`config.mk`:
```
export PLATFORM = sky130hd
export DESIGN_NAME = core_sequencer
export DESIGN_NICKNAME = d
export VERILOG_FILES = /design/src/rtl/core_sequencer.sv
export SDC_FILE = /design/constraint.sdc
export NUM_CORES = 1
export LEC_CHECK = 0
export BUFFER_PORTS_ARGS = -buffer_cell sky130_fd_sc_hd__buf_2
export CORE_ASPECT_RATIO = 1.25
export CORE_MARGIN = 3
export CORE_UTILIZATION = 54
export DETAILED_ROUTE_END_ITERATION = 7
export PLACE_DENSITY = 0.7
export SLEW_MARGIN = 30
export SYNTH_ARGS = -nofsm -noshare
export SYNTH_HDL_FRONTEND = slang
export SYNTH_SLANG_ARGS = --single-unit
```
`constraint.sdc`:
```
create_clock -name clk -period 5 [get_ports clk]
set_clock_uncertainty 0.15 [all_clocks]
set_input_delay 0.5 -clock clk [delete_from_list [all_inputs] [get_ports clk]]
set_output_delay 0.5 -clock clk [all_outputs]
set_load 0.02 [all_outputs]
```
`src/rtl/core_sequencer.sv`:
```
// Instruction sequencer: steps a host-loaded program and broadcasts core opcodes,
// consuming loop/jump/halt words internally and aborting runs that exceed a cycle budget.
module core_sequencer #(
  parameter int PROG_DEPTH = 32,
  parameter int ADDR_WIDTH = $clog2(PROG_DEPTH),
  parameter int MAX_CYCLES = 64,
  parameter int CNT_WIDTH  = $clog2(MAX_CYCLES + 1)
) (
  input  logic                  clk,
  input  logic                  rst,
  input  logic                  start,
  input  logic                  prog_we,
  input  logic [ADDR_WIDTH-1:0] prog_addr,
  input  logic [15:0]           prog_wdata,
  output logic [15:0]           opcode,
  output logic                  execute,
  output logic                  busy,
  output logic                  done,
  output logic                  overrun,
  output logic [ADDR_WIDTH-1:0] pc
);

  localparam logic [0:0] ST_IDLE = 1'b0;
  localparam logic [0:0] ST_RUN  = 1'b1;

  logic [15:0]           prog_mem [PROG_DEPTH];
  logic [0:0]            state_reg, state_next;
  logic [ADDR_WIDTH-1:0] pc_reg, pc_next, pc_inc;
  logic [15:0]           opcode_reg, opcode_next;
  logic                  execute_reg, execute_next;
  logic                  busy_reg, busy_next;
  logic                  done_reg, done_next;
  logic                  overrun_reg, overrun_next;
  logic [7:0]            loop_reg, loop_next;
  logic [CNT_WIDTH-1:0]  cycle_reg, cycle_next;

  logic [15:0] instr;
  logic        is_ctrl;
  logic        is_halt;
  logic        budget_hit;

  // The program image is frozen while a run is in progress.
  always_ff @(posedge clk) begin
    if (prog_we && !busy_reg) begin
      prog_mem[prog_addr] <= prog_wdata;
    end
  end

  assign instr      = prog_mem[pc_reg];
  assign is_ctrl    = (instr[15:14] == 2'b11) && !instr[8];
  assign is_halt    = is_ctrl && (instr[13:12] == 2'b00);
  assign budget_hit = (cycle_reg == CNT_WIDTH'(MAX_CYCLES - 1));
  assign pc_inc     = pc_reg + 1'b1;

  always_comb begin
    state_next   = state_reg;
    pc_next      = pc_reg;
    opcode_next  = opcode_reg;
    execute_next = 1'b0;
    busy_next    = busy_reg;
    done_next    = 1'b0;
    overrun_next = overrun_reg;
    loop_next    = loop_reg;
    cycle_next   = cycle_reg;
    case (state_reg)
      ST_IDLE: begin
        // A start coinciding with the done pulse is deliberately ignored.
        if (start && !done_reg) begin
          pc_next      = '0;
          cycle_next   = '0;
          overrun_next = 1'b0;
          busy_next    = 1'b1;
          state_next   = ST_RUN;
        end
      end
      default: begin
        cycle_next = cycle_reg + 1'b1;
        if (is_halt) begin
          busy_next  = 1'b0;
          done_next  = 1'b1;
          state_next = ST_IDLE;
        end else if (budget_hit) begin
          overrun_next = 1'b1;
          busy_next    = 1'b0;
          done_next    = 1'b1;
          state_next   = ST_IDLE;
        end else if (!is_ctrl) begin
          opcode_next  = instr;
          execute_next = 1'b1;
          pc_next      = pc_inc;
        end else begin
          case (instr[13:12])
            2'b01: begin
              loop_next = instr[7:0];
              pc_next   = pc_inc;
            end
            2'b10: begin
              if (loop_reg != 8'd0) begin
                loop_next = loop_reg - 8'd1;
                pc_next   = instr[ADDR_WIDTH-1:0];
              end else begin
                pc_next = pc_inc;
              end
            end
            default: pc_next = pc_inc;
          endcase
        end
      end
    endcase
  end

  always_ff @(posedge clk) begin
    if (rst) begin
      state_reg   <= ST_IDLE;
      pc_reg      <= '0;
      opcode_reg  <= '0;
      execute_reg <= 1'b0;
      busy_reg    <= 1'b0;
      done_reg    <= 1'b0;
      overrun_reg <= 1'b0;
      loop_reg    <= '0;
      cycle_reg   <= '0;
    end else begin
      state_reg   <= state_next;
      pc_reg      <= pc_next;
      opcode_reg  <= opcode_next;
      execute_reg <= execute_next;
      busy_reg    <= busy_next;
      done_reg    <= done_next;
      overrun_reg <= overrun_next;
      loop_reg    <= loop_next;
      cycle_reg   <= cycle_next;
    end
  end

  assign opcode  = opcode_reg;
  assign execute = execute_reg;
  assign busy    = busy_reg;
  assign done    = done_reg;
  assign overrun = overrun_reg;
  assign pc      = pc_reg;

endmodule

```
==> flow_summary.ini, run 1 <==
[routing]
wl_per_cell_um = 28.2
antenna_left = 0
drt-pass1-iter-count = 5
first_iter_violations = 1139
drc_errors = 0
vias_per_cell = 6.38
wirelength_um = 47500
vias = 10739

[placed_design]
postPlaceCellArea_sq_mm = 0.0228
dpl.cell_count = 1589
hpwlAfterDp_um = 27800
place_ws_ns = 0.871
portBuffers = 49
gp_congestion = 0.822

[finish]
largest_reg_flops = 512
post-route-util_pct = 61.6
area_delta_synth_final_pct = 11.7
final_area_sq_mm = 0.0243
nNetsFinal = 1172
fin_cells = 1682
drive_above_1_share_pct = 28.5
fillers = 2735

[die]
dieArea_sq_mm = 0.0428
core_sq_mm = 0.0395
ios = 50
start_util_pct = 55.1
core.rowCount = 81
die_w_um = 186
fp.dieH_um = 231

[power_and_ir_drop]
powerDensity_mw_per_mm2 = 371
p_leak_nw = 7.49
comb_power_share_pct = 3.3
clkPwrFrac_pct = 39.8
peakVddDrop_mv = 0.293
swShare_pct = 20.4
internal_power_mw = 7.20
seqPwrFrac_pct = 57.0
power_mw = 9.05
power.switching_mw = 1.84

[critical_path]
start_kind = flop
critPathCaptureType = flop
rrSetupSlack_ns = 0.81
worstPathMaxFanout = 38
cp_data_arrival_time_ns = 4.47
critPathKind = reg2reg
crit_family = multiplexers
cp.depth = 8
path_cells = mux4_1 > mux4_2 > mux2_2 > and4b_1 > nor3b_4 > o211a_1 > o21ai_0 > a21oi_1
slowest_stage = dfxtp_4
slowest_delay_ns = 0.75
r2r_cells = 8
cp_num_buf_inv = 0
cp.required_ns = 5.28

[global_route]
grt_max_degree = 58
antenna_found_initial = 6
gr-total-overflow = 0
grtUsageTotal_pct = 22.8
grt_pass1_vias = 10940
grt_first_pass_wirelength_um = 70200

[worst_hold_path]
whs_endpoint = cycle_reg[1]$_SDFFE_PP0P_
hold_path_depth = 6
holdCritPathClass = in2reg
min_from = start

[logic_synthesis]
async_flop_share_pct = 0
synth_top_cell_by_area = edfxtp_1
synth_nets = 1090
ys_types = 48
synthFlopType = edfxtp_1
yosysWarningCount = 0
synthesis.area_sq_mm = 0.0218
synth_edf_count = 512
synth_top_area_share_pct = 70.6
ys_seq_elements = 558
synthTopCellsByArea = edfxtp_1 71%, mux4_2 14%, dfxtp_1 4.2%
netlist_instances = 1062
avgSynthCellArea_sq_um = 20.5
yosysSeqAreaShare_pct = 74.8
synthTopCellsByCount = 512 x edfxtp_1, 131 x mux4_2, 69 x nor2_1
synth.most_common_cell = edfxtp_1

[cts]
hold_buffers = 0
root_buffer = clkbuf_16
cts.sinks = 558
ctsResizeCount = 0
htreeDepth = 2
post-cts-setup-buffers = 0
clockBufferDepth = 3
clk_latency_ns = 0.58
cts_made_buffers = 51
cts.clk_slew.worst_paths_ns = 0.06
cts_tree = done

[sta]
fin_crit_ns = 4.19
rsz0062_at_grt = false
finalHoldViolCount = 0
drv_slew = 0
timing.final.setup_violations = 0
post-route-period-util_pct = 83.9
maxSlewHeadroom_pct = 40.1
worstMarginPinSlew_ns = 0.896
fmaxAchievable_ghz = 0.238
fin_ws_ns = 0.807
fin_setup_tns_ns = 0
holdWs_ns = 0.253

[outcome]
status = finished clean

[job]
cap_violations = 0
==> power by group through the flow <==
stage	Sequential, mW	Clock, mW	Combinational, mW
after floorplan	5.26	0	0.156
after global placement	5.25	0	0.290
after detailed placement	5.25	0	0.297
after CTS	5.15	3.66	0.298
after global routing	5.15	3.83	0.323
final	5.15	3.60	0.295
==> kinds of logic (layout without fill, tap and decap cells) <==
| group | count (synthesis) | count (layout) | share of synthesized area (%) |
|---|---|---|---|
| flops | 558 | 558 | 74.8 |
| mux | 194 | 194 | 17.5 |
| simple gates | 167 | 167 | 3.82 |
| compound gates | 79 | 79 | 2.23 |
| buf+inv | 56 | 177 | 1.26 |
| xor+xnor | 5 | 5 | 0.201 |
| fa+ha+maj | 3 | 3 | 0.172 |
| other cells | 0 | 1 | 0 |
==> how the worst max path moves through the flow <==
| stage | from | slack [ns] | to |
|---|---|---|---|
| 6_report | flop | 0.81 | flop |
| 5_1_grt | flop | 0.68 | opcode[4]$_SDFFE_PP0P_ |
| 4_1_cts | flop | 0.85 | flop |
| 3_5_place_dp | flop | 0.87 | flop |
| 3_3_place_gp | flop | 0.93 | opcode[4]$_SDFFE_PP0P_ |
| 2_1_floorplan | flop | 1.54 | flop |
==> layer usage <==
layer / share of wire, % / global-route usage, % / vias to the layer above
met5: 0.13 / 0 / -
met4: 2.8 / 7.22 / 10
met3: 7.8 / 4.67 / 92
met2: 50 / 37.2 / 455
met1: 39 / 31.6 / 5621
li1: - / - / 4561
==> cell type report <==
cell class / count / area [sq um] / share of cell area, %
Clock inverter: 31 / 208 / 0.853
Antenna cell: 1 / 2.50 / 0.0103
Sequential cell: 558 / 16300 / 67.0
Multi-Input combinational cell: 448 / 5370 / 22.0
Timing Repair Buffer: 82 / 518 / 2.13
Tap cell: 498 / 623 / 2.56
Clock buffer: 61 / 1310 / 5.40
Inverter: 3 / 11.3 / 0.0462
==> placed cells by master, fill, tap and decap left out, drive strengths merged, types with 13 or more instances in the layout <==
cell,Yosys,layout
mux2i,41,41
a21oi,25,25
dfxtp,46,46
o21ai,19,19
nand2,24,24
nor2,69,69
nor3,13,13
edfxtp,512,512
buf,28,82
clkbuf,25,61
mux4,145,145
clkinv,0,28
==> worst min-delay path: stages <==
cell and delay, ns:
buf_2 0.08, nand2b_1 0.08, nand2_1 0.08, nor2_1 0.04
a21oi_1 0.10, nor2_1 0.04
Note: power is estimated with default switching activity, not from simulation.
==> run 2: changes to the inputs <==
==> constraint.sdc (replaced) <==
create_clock -name clk -period 3.9 [get_ports clk]
set_clock_uncertainty 0.15 [all_clocks]
set_input_delay 0.39 -clock clk [delete_from_list [all_inputs] [get_ports clk]]
set_output_delay 0.39 -clock clk [all_outputs]
set_load 0.02 [all_outputs]
==> flow_summary.ini, run 2 (synthesized netlist as in run 1, its figures left out) <==
[cts]
cts_made_buffers = 51
cts.sinks = 558
cts_tree = done
clockBufferDepth = 3
hold_buffers = 0
ctsResizeCount = 0
clk_latency_ns = 0.58
htreeDepth = 2
post-cts-setup-buffers = 0
root_buffer = clkbuf_16
cts.clk_slew.worst_paths_ns = 0.06

[routing]
antenna_left = 0
first_iter_violations = 1055
drt-pass1-iter-count = 5
vias_per_cell = 6.33
wl_per_cell_um = 27.7
vias = 10797
drc_errors = 0
wirelength_um = 47200

[placed_design]
gp_congestion = 0.832
portBuffers = 49
hpwlAfterDp_um = 28100

[critical_path]
cp_data_arrival_time_ns = 4.01
rrSetupSlack_ns = 0.24
critPathCaptureType = flop
slowest_stage = mux4_1
start_kind = flop
cp.required_ns = 4.25
critPathKind = reg2reg
r2r_cells = 9
path_cells = mux4_1 > mux4_2 > mux2_2 > and4b_1 > buf_4 > and2_1 > nand2_1 > or3_1 > a31oi_1
slowest_delay_ns = 0.65
r2r_end = loop_reg[0]$_SDFFE_PP0P_
worstPathMaxFanout = 20

[sta]
finalHoldViolCount = 0
timing.final.setup_violations = 0
drv_slew = 0
fmaxAchievable_ghz = 0.273
fin_setup_tns_ns = 0
worstMarginPinSlew_ns = 0.836
maxSlewHeadroom_pct = 44.2
rsz0062_at_grt = false
fin_crit_ns = 3.66
post-route-period-util_pct = 93.8

[worst_hold_path]
holdCritPathClass = in2reg
whs_endpoint = cycle_reg[1]$_SDFFE_PP0P_
hold_path_depth = 6
min_from = start

[job]
cap_violations = 0

[global_route]
grt_max_degree = 60
grt_first_pass_wirelength_um = 70500
antenna_found_initial = 0
gr-total-overflow = 0
grtUsageTotal_pct = 22.7
grt_pass1_vias = 10947

[die]
ios = 50
die_w_um = 186
fp.dieH_um = 231
dieArea_sq_mm = 0.0428
core_sq_mm = 0.0395
core.rowCount = 81
start_util_pct = 55.1

[power_and_ir_drop]
p_leak_nw = 7.66
power_mw = 11.8
powerDensity_mw_per_mm2 = 481
peakVddDrop_mv = 0.301

[finish]
nNetsFinal = 1195
final_common_cell = edfxtp_1
largest_reg_flops = 512
drive_above_1_share_pct = 30.0
layout_common_cells = 512 x edfxtp_1, 131 x mux4_2, 52 x clkbuf_16, 51 x buf_4, 49 x buf_2
area_delta_synth_final_pct = 12.9
fillers = 2664

[outcome]
status = finished clean
run 2: cell type report:
cell class / instances / area, sq um / share of cell area, %
flip-flops and latches: 558 / 16300 / 66.3
multi-input cells: 448 / 5320 / 21.6
clock buffers: 61 / 1340 / 5.42
repair buffers: 105 / 728 / 2.96
well taps: 498 / 623 / 2.53
clock inverters: 31 / 289 / 1.17
inverters: 3 / 11.3 / 0.0458
diodes: 1 / 2.50 / 0.0102
run 2: per-layer routing:
metal	wire length [um]	share of wire [%]	GRT usage, %	up-vias
met5	0	0	0	-
met4	1220	2.6	6.29	0
met3	3300	7.0	4.10	84
met2	23000	49	36.1	426
met1	19700	42	33.2	5670
li1	-	-	-	4617
run 2: worst max-delay path, delay by kind of cell, from the launching register on:
kind,cells,cell delay (ns)
AOI/OAI and AO/OA,1,0.16
buffers and inverters,1,0.17
DFF,1,0.57
muxes,3,1.48
and+or+nand+nor,4,1.03
run 2: metrics by stage:
step / hold slack [ns] / cell area [sq um] / utilization [%] / cells / setup WS, ns
2_1_floorplan: 0.291 / 21800 / - / 1062 / 0.442
3_3_place_gp: 0.307 / 23000 / 58.1 / 1612 / 0.308
3_5_place_dp: 0.321 / 23000 / 58.1 / 1612 / 0.270
4_1_cts: 0.120 / 24600 / 62.3 / 1704 / 0.237
5_1_grt: 0.165 / 24600 / 62.3 / 1704 / 0.0294
6_report: 0.143 / 24600 / 62.3 / 1705 / 0.240
run 2: worst max-delay path by stage:
stage,start,to,slack [ns],cells after the start
finish,flop,loop_reg[0]$_SDFFE_PP0P_,0.24,9
global route,flop,loop_reg[0]$_SDFFE_PP0P_,0.03,9
CTS,flop,loop_reg[0]$_SDFFE_PP0P_,0.24,9
detailed placement,flop,flop,0.27,8
global placement,flop,pc[0]$_SDFFE_PP0P_,0.31,9
floorplan,flop,flop,0.44,11
run 2: report_power, final:
part	internal (mW)	switching [mW]	leakage [nW]
clock network	2.77	2.08	0.790
logic	0.139	0.250	1.88
registers	6.58	0.0280	4.99
total	9.49	2.36	7.66
